===== src/rtl/lpm_ram_dp_be.sv =====
// Single-clock simple dual-port RAM with per-byte write enables, selectable
// read-during-write result, optional output register and post-reset clear.

module lpm_ram_dp_be_lane #(
    parameter int BW       = 8,
    parameter int AW       = 5,
    parameter int NW       = 32,
    parameter bit NEW_DATA = 1'b0
) (
    input  logic          clock,
    input  logic          we,
    input  logic [AW-1:0] waddr,
    input  logic [BW-1:0] wdata,
    input  logic [AW-1:0] raddr,
    output logic [BW-1:0] rdata
);
    logic [BW-1:0] mem [NW];

    always_ff @(posedge clock) begin
        if (we) mem[waddr] <= wdata;
    end

    // we is only ever raised for in-range addresses, so the bypass is safe
    always_comb begin
        rdata = mem[raddr];
        if (NEW_DATA && we && (waddr == raddr)) rdata = wdata;
    end
endmodule

module lpm_ram_dp_be #(
    parameter int    lpm_width      = 32,
    parameter int    lpm_byte_width = 8,
    parameter int    lpm_widthad    = 5,
    parameter int    lpm_numwords   = 1 << lpm_widthad,
    parameter string lpm_outdata    = "UNREGISTERED",
    parameter string lpm_rdw_mode   = "OLD_DATA",
    parameter string lpm_init_clear = "ON"
) (
    input  logic                                 clock,
    input  logic                                 aclr_n,
    input  logic                                 clken,
    input  logic [lpm_width-1:0]                 data,
    input  logic [lpm_widthad-1:0]               wraddress,
    input  logic                                 wren,
    input  logic [lpm_width/lpm_byte_width-1:0]  byteena,
    input  logic [lpm_widthad-1:0]               rdaddress,
    input  logic                                 rden,
    output logic [lpm_width-1:0]                 q,
    output logic                                 q_valid,
    output logic                                 busy,
    output logic                                 addr_err
);
    localparam int NB       = lpm_width / lpm_byte_width;
    localparam int BW       = lpm_byte_width;
    localparam int AW       = lpm_widthad;
    localparam bit REG_OUT  = (lpm_outdata == "REGISTERED");
    localparam bit NEW_DATA = (lpm_rdw_mode == "NEW_DATA");
    localparam bit INIT_CLR = (lpm_init_clear == "ON");
    localparam logic [AW-1:0] LAST = AW'(lpm_numwords - 1);

    typedef enum logic [0:0] {ST_CLEAR, ST_READY} state_t;

    state_t               state, state_nxt;
    logic                 ready;
    logic [AW-1:0]        clr_cnt;
    logic                 wr_ok, rd_ok;
    logic                 wr_acc, rd_acc, wr_go, rd_in, err_nxt;
    logic [AW-1:0]        lane_addr;
    logic [NB-1:0]        lane_we;
    logic [NB-1:0][BW-1:0] lane_wdata, lane_rdata;
    logic [lpm_width-1:0] rd_word;
    logic [lpm_width-1:0] q_r;
    logic                 qv_r;

    always_ff @(posedge clock or negedge aclr_n) begin
        if (!aclr_n)    state <= INIT_CLR ? ST_CLEAR : ST_READY;
        else if (clken) state <= state_nxt;
    end

    always_comb begin
        state_nxt = state;
        if (state == ST_CLEAR && clr_cnt == LAST) state_nxt = ST_READY;
    end

    always_comb begin
        busy  = (state == ST_CLEAR);
        ready = (state == ST_READY);
    end

    always_ff @(posedge clock or negedge aclr_n) begin
        if (!aclr_n)             clr_cnt <= '0;
        else if (clken && busy)  clr_cnt <= clr_cnt + 1'b1;
    end

    // A full-size array has no illegal addresses; otherwise compare one bit wider
    generate
        if (lpm_numwords >= (1 << lpm_widthad)) begin : g_full
            assign wr_ok = 1'b1;
            assign rd_ok = 1'b1;
        end else begin : g_part
            localparam logic [AW:0] LIMIT = (AW+1)'(lpm_numwords);
            assign wr_ok = ({1'b0, wraddress} < LIMIT);
            assign rd_ok = ({1'b0, rdaddress} < LIMIT);
        end
    endgenerate

    // if/else so an unknown address lands in the out-of-range branch
    always_comb begin
        wr_acc  = ready && clken && wren;
        rd_acc  = ready && clken && rden;
        wr_go   = 1'b0;
        rd_in   = 1'b0;
        err_nxt = 1'b0;
        if (wr_acc) begin
            if (wr_ok) wr_go = 1'b1;
            else       err_nxt = 1'b1;
        end
        if (rd_acc) begin
            if (rd_ok) rd_in = 1'b1;
            else       err_nxt = 1'b1;
        end
    end

    always_comb begin
        lane_addr  = busy ? clr_cnt : wraddress;
        lane_wdata = busy ? '0 : data;
        for (int k = 0; k < NB; k++)
            lane_we[k] = (busy && clken) || (wr_go && byteena[k]);
    end

    generate
        for (genvar k = 0; k < NB; k++) begin : g_lane
            lpm_ram_dp_be_lane #(
                .BW(BW), .AW(AW), .NW(lpm_numwords), .NEW_DATA(NEW_DATA)
            ) u_lane (
                .clock (clock),
                .we    (lane_we[k]),
                .waddr (lane_addr),
                .wdata (lane_wdata[k]),
                .raddr (rdaddress),
                .rdata (lane_rdata[k])
            );
        end
    endgenerate

    always_comb begin
        rd_word = '0;
        if (rd_in) rd_word = lane_rdata;
    end

    generate
        if (REG_OUT) begin : g_reg
            logic [lpm_width-1:0] s1_q;
            logic                 s1_v;
            always_ff @(posedge clock or negedge aclr_n) begin
                if (!aclr_n) begin
                    s1_q <= '0;
                    s1_v <= 1'b0;
                    q_r  <= '0;
                    qv_r <= 1'b0;
                end else if (clken) begin
                    s1_v <= rd_acc;
                    if (rd_acc) s1_q <= rd_word;
                    qv_r <= s1_v;
                    if (s1_v) q_r <= s1_q;
                end
            end
        end else begin : g_unreg
            always_ff @(posedge clock or negedge aclr_n) begin
                if (!aclr_n) begin
                    q_r  <= '0;
                    qv_r <= 1'b0;
                end else if (clken) begin
                    qv_r <= rd_acc;
                    if (rd_acc) q_r <= rd_word;
                end
            end
        end
    endgenerate

    // Error flag is a strict one-cycle pulse, so it is not held by clken
    always_ff @(posedge clock or negedge aclr_n) begin
        if (!aclr_n) addr_err <= 1'b0;
        else         addr_err <= err_nxt;
    end

    assign q       = q_r;
    assign q_valid = qv_r;
endmodule


===== config.mk =====
export PLATFORM = sky130hd
export DESIGN_NAME = lpm_ram_dp_be
export DESIGN_NICKNAME = d
export VERILOG_FILES = /design/src/rtl/lpm_ram_dp_be.sv
export SDC_FILE = /design/constraint.sdc
export NUM_CORES = 1
export LEC_CHECK = 0
export CAP_MARGIN = 20
export CORE_MARGIN = 2
export CORE_UTILIZATION = 56
export CTS_CLUSTER_DIAMETER = 120
export DETAILED_ROUTE_END_ITERATION = 7
export PLACE_DENSITY = 0.8
export SLEW_MARGIN = 10
export SYNTH_ARGS = -nofsm -noshare
export SYNTH_HDL_FRONTEND = slang
export SYNTH_HIERARCHICAL = 1
export SYNTH_SLANG_ARGS = --single-unit

===== constraint.sdc =====
create_clock -name clock -period 2.3 [get_ports clock]
set_input_delay 0.23 -clock clock [delete_from_list [all_inputs] [get_ports clock]]
set_output_delay 0.23 -clock clock [all_outputs]
set_load 0.005 [all_outputs]

==> flow_metrics.tcl <==
set metrics [dict create \
    ys_seq_area_frac 0.7641 \
    critical_path.reg2reg.endpoint "g_lane[1].u_lane/mem[28][4]" \
    initial_core_util 0.5672 \
    critical_path.cell_chain "buf_6 -> mux2_4 -> or3b_2 -> buf_12 -> nor2_4" \
    synth_common_cells "edfxtp_1, mux4_2, nor2_1" \
    worst_slew_pin_slew_ns 0.6943 \
    postLayoutCoreUtil 0.6792 \
    drv_cap 0 \
    via_per_inst 6.395 \
    skew_ns 0.02851 \
    grt_max_degree 40 \
    crit_fanout 13 \
    cts_tree "done" \
    dieArea_um2 76340 \
    drive_gt1_frac 0.3983 \
    critPathRequiredTime_ns 2.62 \
    crit_path_end_kind "flop" \
    yosysTopAreaCell "edfxtp_1" \
    final.min_clock_period_ns 2.288 \
    intPower_mw 32.79 \
    dpl_cell_area_um2 45940 \
    hpwl_um 57880 \
    finalWirelength_um 95480 \
    yosys_warnings 6 \
    htreeDepth 3 \
    n_antenna_cell 0 \
    clock-root-buffer "clkbuf_16" \
    antenna_found_initial 2 \
    ys_types 28 \
    synth.most_common_cell "edfxtp_1" \
    worst-path-buf-inv 2 \
    fp.coreArea_um2 73210 \
    routabilityCongestion 0.8149 \
    grt_pass1_vias 21203 \
    pre_cts_slack_ns -0.3338 \
    fillers 4143 \
    cts.sinks 1063 \
    multi_input_area_um2 9629 \
    grtUsageTotal 0.2523 \
    yosys_most_used_dff "edfxtp_1" \
    hold_viol 0 \
    cts_buffers 98 \
    power_switching_mw 8.364 \
    io_pins 86 \
    drt_iter0_drc 2411 \
    slew_headroom 0.5371 \
    regArea_um2 31730 \
    netlist_instances 1779 \
    path_class "flop to flop" \
    fin_tns_setup_ns 0 \
    hold_path_class "primary input to async pin" \
    synth_nets 1832 \
    cts.path.max_buffers 3 \
    cp.arrival_ns 2.61 \
    p_leak_nw 16.16 \
    slew_violations 0 \
    route.detailed.drc 0 \
    worst_slack_ns 0.01196 \
    async_reset_ff_frac 0.03669 \
    cp_top_family "simple AND/OR/NAND/NOR gates" \
    switching_share 0.2032 \
    grt_pass1_wl_um 140600 \
    ys_ff_latch 1063 \
    syn_area_um2 41520 \
    syn_avg_cell_area_um2 23.34 \
    crit_slowest_cell "or3b_2" \
    timing.rr.start "ready" \
    die_h_um 276.3 \
    synth_edf_count 1024 \
    cpPeakStageDelay_ns 0.53 \
    vdd_ir_drop_max_v 0.0004817 \
    die_w_um 276.3 \
    final_area_um2 49720 \
    pwr_density_cell_nw_per_um2 827.8 \
    io_buffers 84 \
    rsz0062_at_grt "true" \
    setup_viol 0 \
    ant_nets 0 \
    rows 99 \
    finalNetCount 2202 \
    dr.pass1.iters 5 \
    vias 20373 \
    synth_top_area_frac 0.7406 \
    max_freq_mhz 437.1 \
    p_comb_frac 0.064 \
    start_kind "flop" \
    clk-insertion-delay-late_ns 0.66 \
    clkPwrFrac 0.413 \
    clk_pin_slew_worst_paths_ns 0.06 \
    outcome "completed" \
    grt_overflow_total 0 \
    netlist_top_cells_area "edfxtp_1, mux4_2, dfrtp_1, nor2_1, mux2_2" \
    routedWlPerCell_um 29.97 \
    syn_to_final_growth_pct 19.74 \
    seq_power_share 0.523 \
    period_share 0.9948 \
    r2r_setup_slack_ns 0.01 \
    reg2regPathDepth 5 \
]
routing by layer:
layer | vias to the layer above | routed length [µm] | GRT usage
li1 | 8245 | - | -
met4 | 0 | 2552 | 0.07706
met2 | 1225 | 47130 | 0.4040
met3 | 175 | 9538 | 0.04665
met1 | 10728 | 36260 | 0.3609
met5 | - | 0 | 0
logic make-up after synthesis:
kind of cell / share of synthesized area
other cells: 0.00009032
buf+inv: 0.01193
fa+ha+maj: 0.0006026
compound gates: 0.0008437
mux: 0.1954
simple gates: 0.02637
xor+xnor: 0.0006329
flops: 0.7641
cell usage in the layout, fill, tap and decap left out, types with 4 or more instances in the layout:
cell type           n
and2_2              6
nand2_1            11
clkbuf_1           21
clkinv_2           15
nand3_1             8
a21boi_0            4
and2_1             26
nor2_4             31
mux4_2            320
clkbuf_16         101
buf_4             200
clkinv_1           12
buf_8               6
buf_12             67
bufinv_16          17
or3b_4              9
nor2_2             16
clkbuf_8            4
mux2_4             32
nand3b_1           20
buf_6               5
mux2_2             39
edfxtp_1         1024
dfrtp_1            38
clkdlybuf4s50_1    78
nor2_1             85
final cells by class:
type,instances,area share
clock buffers,126,0.05353
clock inverters,52,0.01409
inverters,2,0.0002265
multi-input cells,625,0.1937
flip-flops and latches,1063,0.6381
well taps,959,0.02413
repair buffers,359,0.07623
tightest hold or removal path, delay by kind of cell:
kind | cells | cell delay (ns)
buffers and inverters | 3 | 0.92
stage by stage:
stage               hold WS (ns)  instances  total power [mW]
floorplan               -0.06559       1779             23.25
global placement          0.2505       2985             24.41
detailed placement        0.2536       2985             24.49
CTS                       0.1237       3175             41.31
global route              0.1608       3186             42.13
finish                    0.1326       3186             41.16
registers in the layout, summed over array words and instances (netlist names):
name,flops
clr_cnt,5
q_valid,1
g_lane.u_lane/mem,1024
ready,1
q,32
power by group through the flow:
stage	registers (mW)	logic (mW)	clock network (mW)
after floorplan	21.8	1.40	0
after global placement	21.9	2.49	0
after detailed placement	21.9	2.57	0
after CTS	21.5	2.62	17.2
after global routing	21.5	2.77	17.9
final	21.5	2.64	17.0
worst max path at each step:
stage,start,to,slack [ns],cells past startpoint
2_1_floorplan,ready,g_lane[0].u_lane/mem[10][0],-0.13,5
3_3_place_gp,rdaddress[0],q[16],-0.27,7
3_5_place_dp,wren,g_lane[2].u_lane/mem[4][0],-0.33,6
4_1_cts,ready,busy,-0.02,4
5_1_grt,ready,g_lane[1].u_lane/mem[8][5],-0.01,6
6_report,ready,g_lane[1].u_lane/mem[28][4],0.01,5
timing repair:
item	in CTS	in global routing
gates resized for setup	12	18
cloned	0	0
buffers inserted	11	7
hold buffers	1	0
pin swaps	11	9
setup endpoints to repair	203	454
hold endpoints to repair	39	0
No activity file was read; power rests on OpenSTA's default activity.
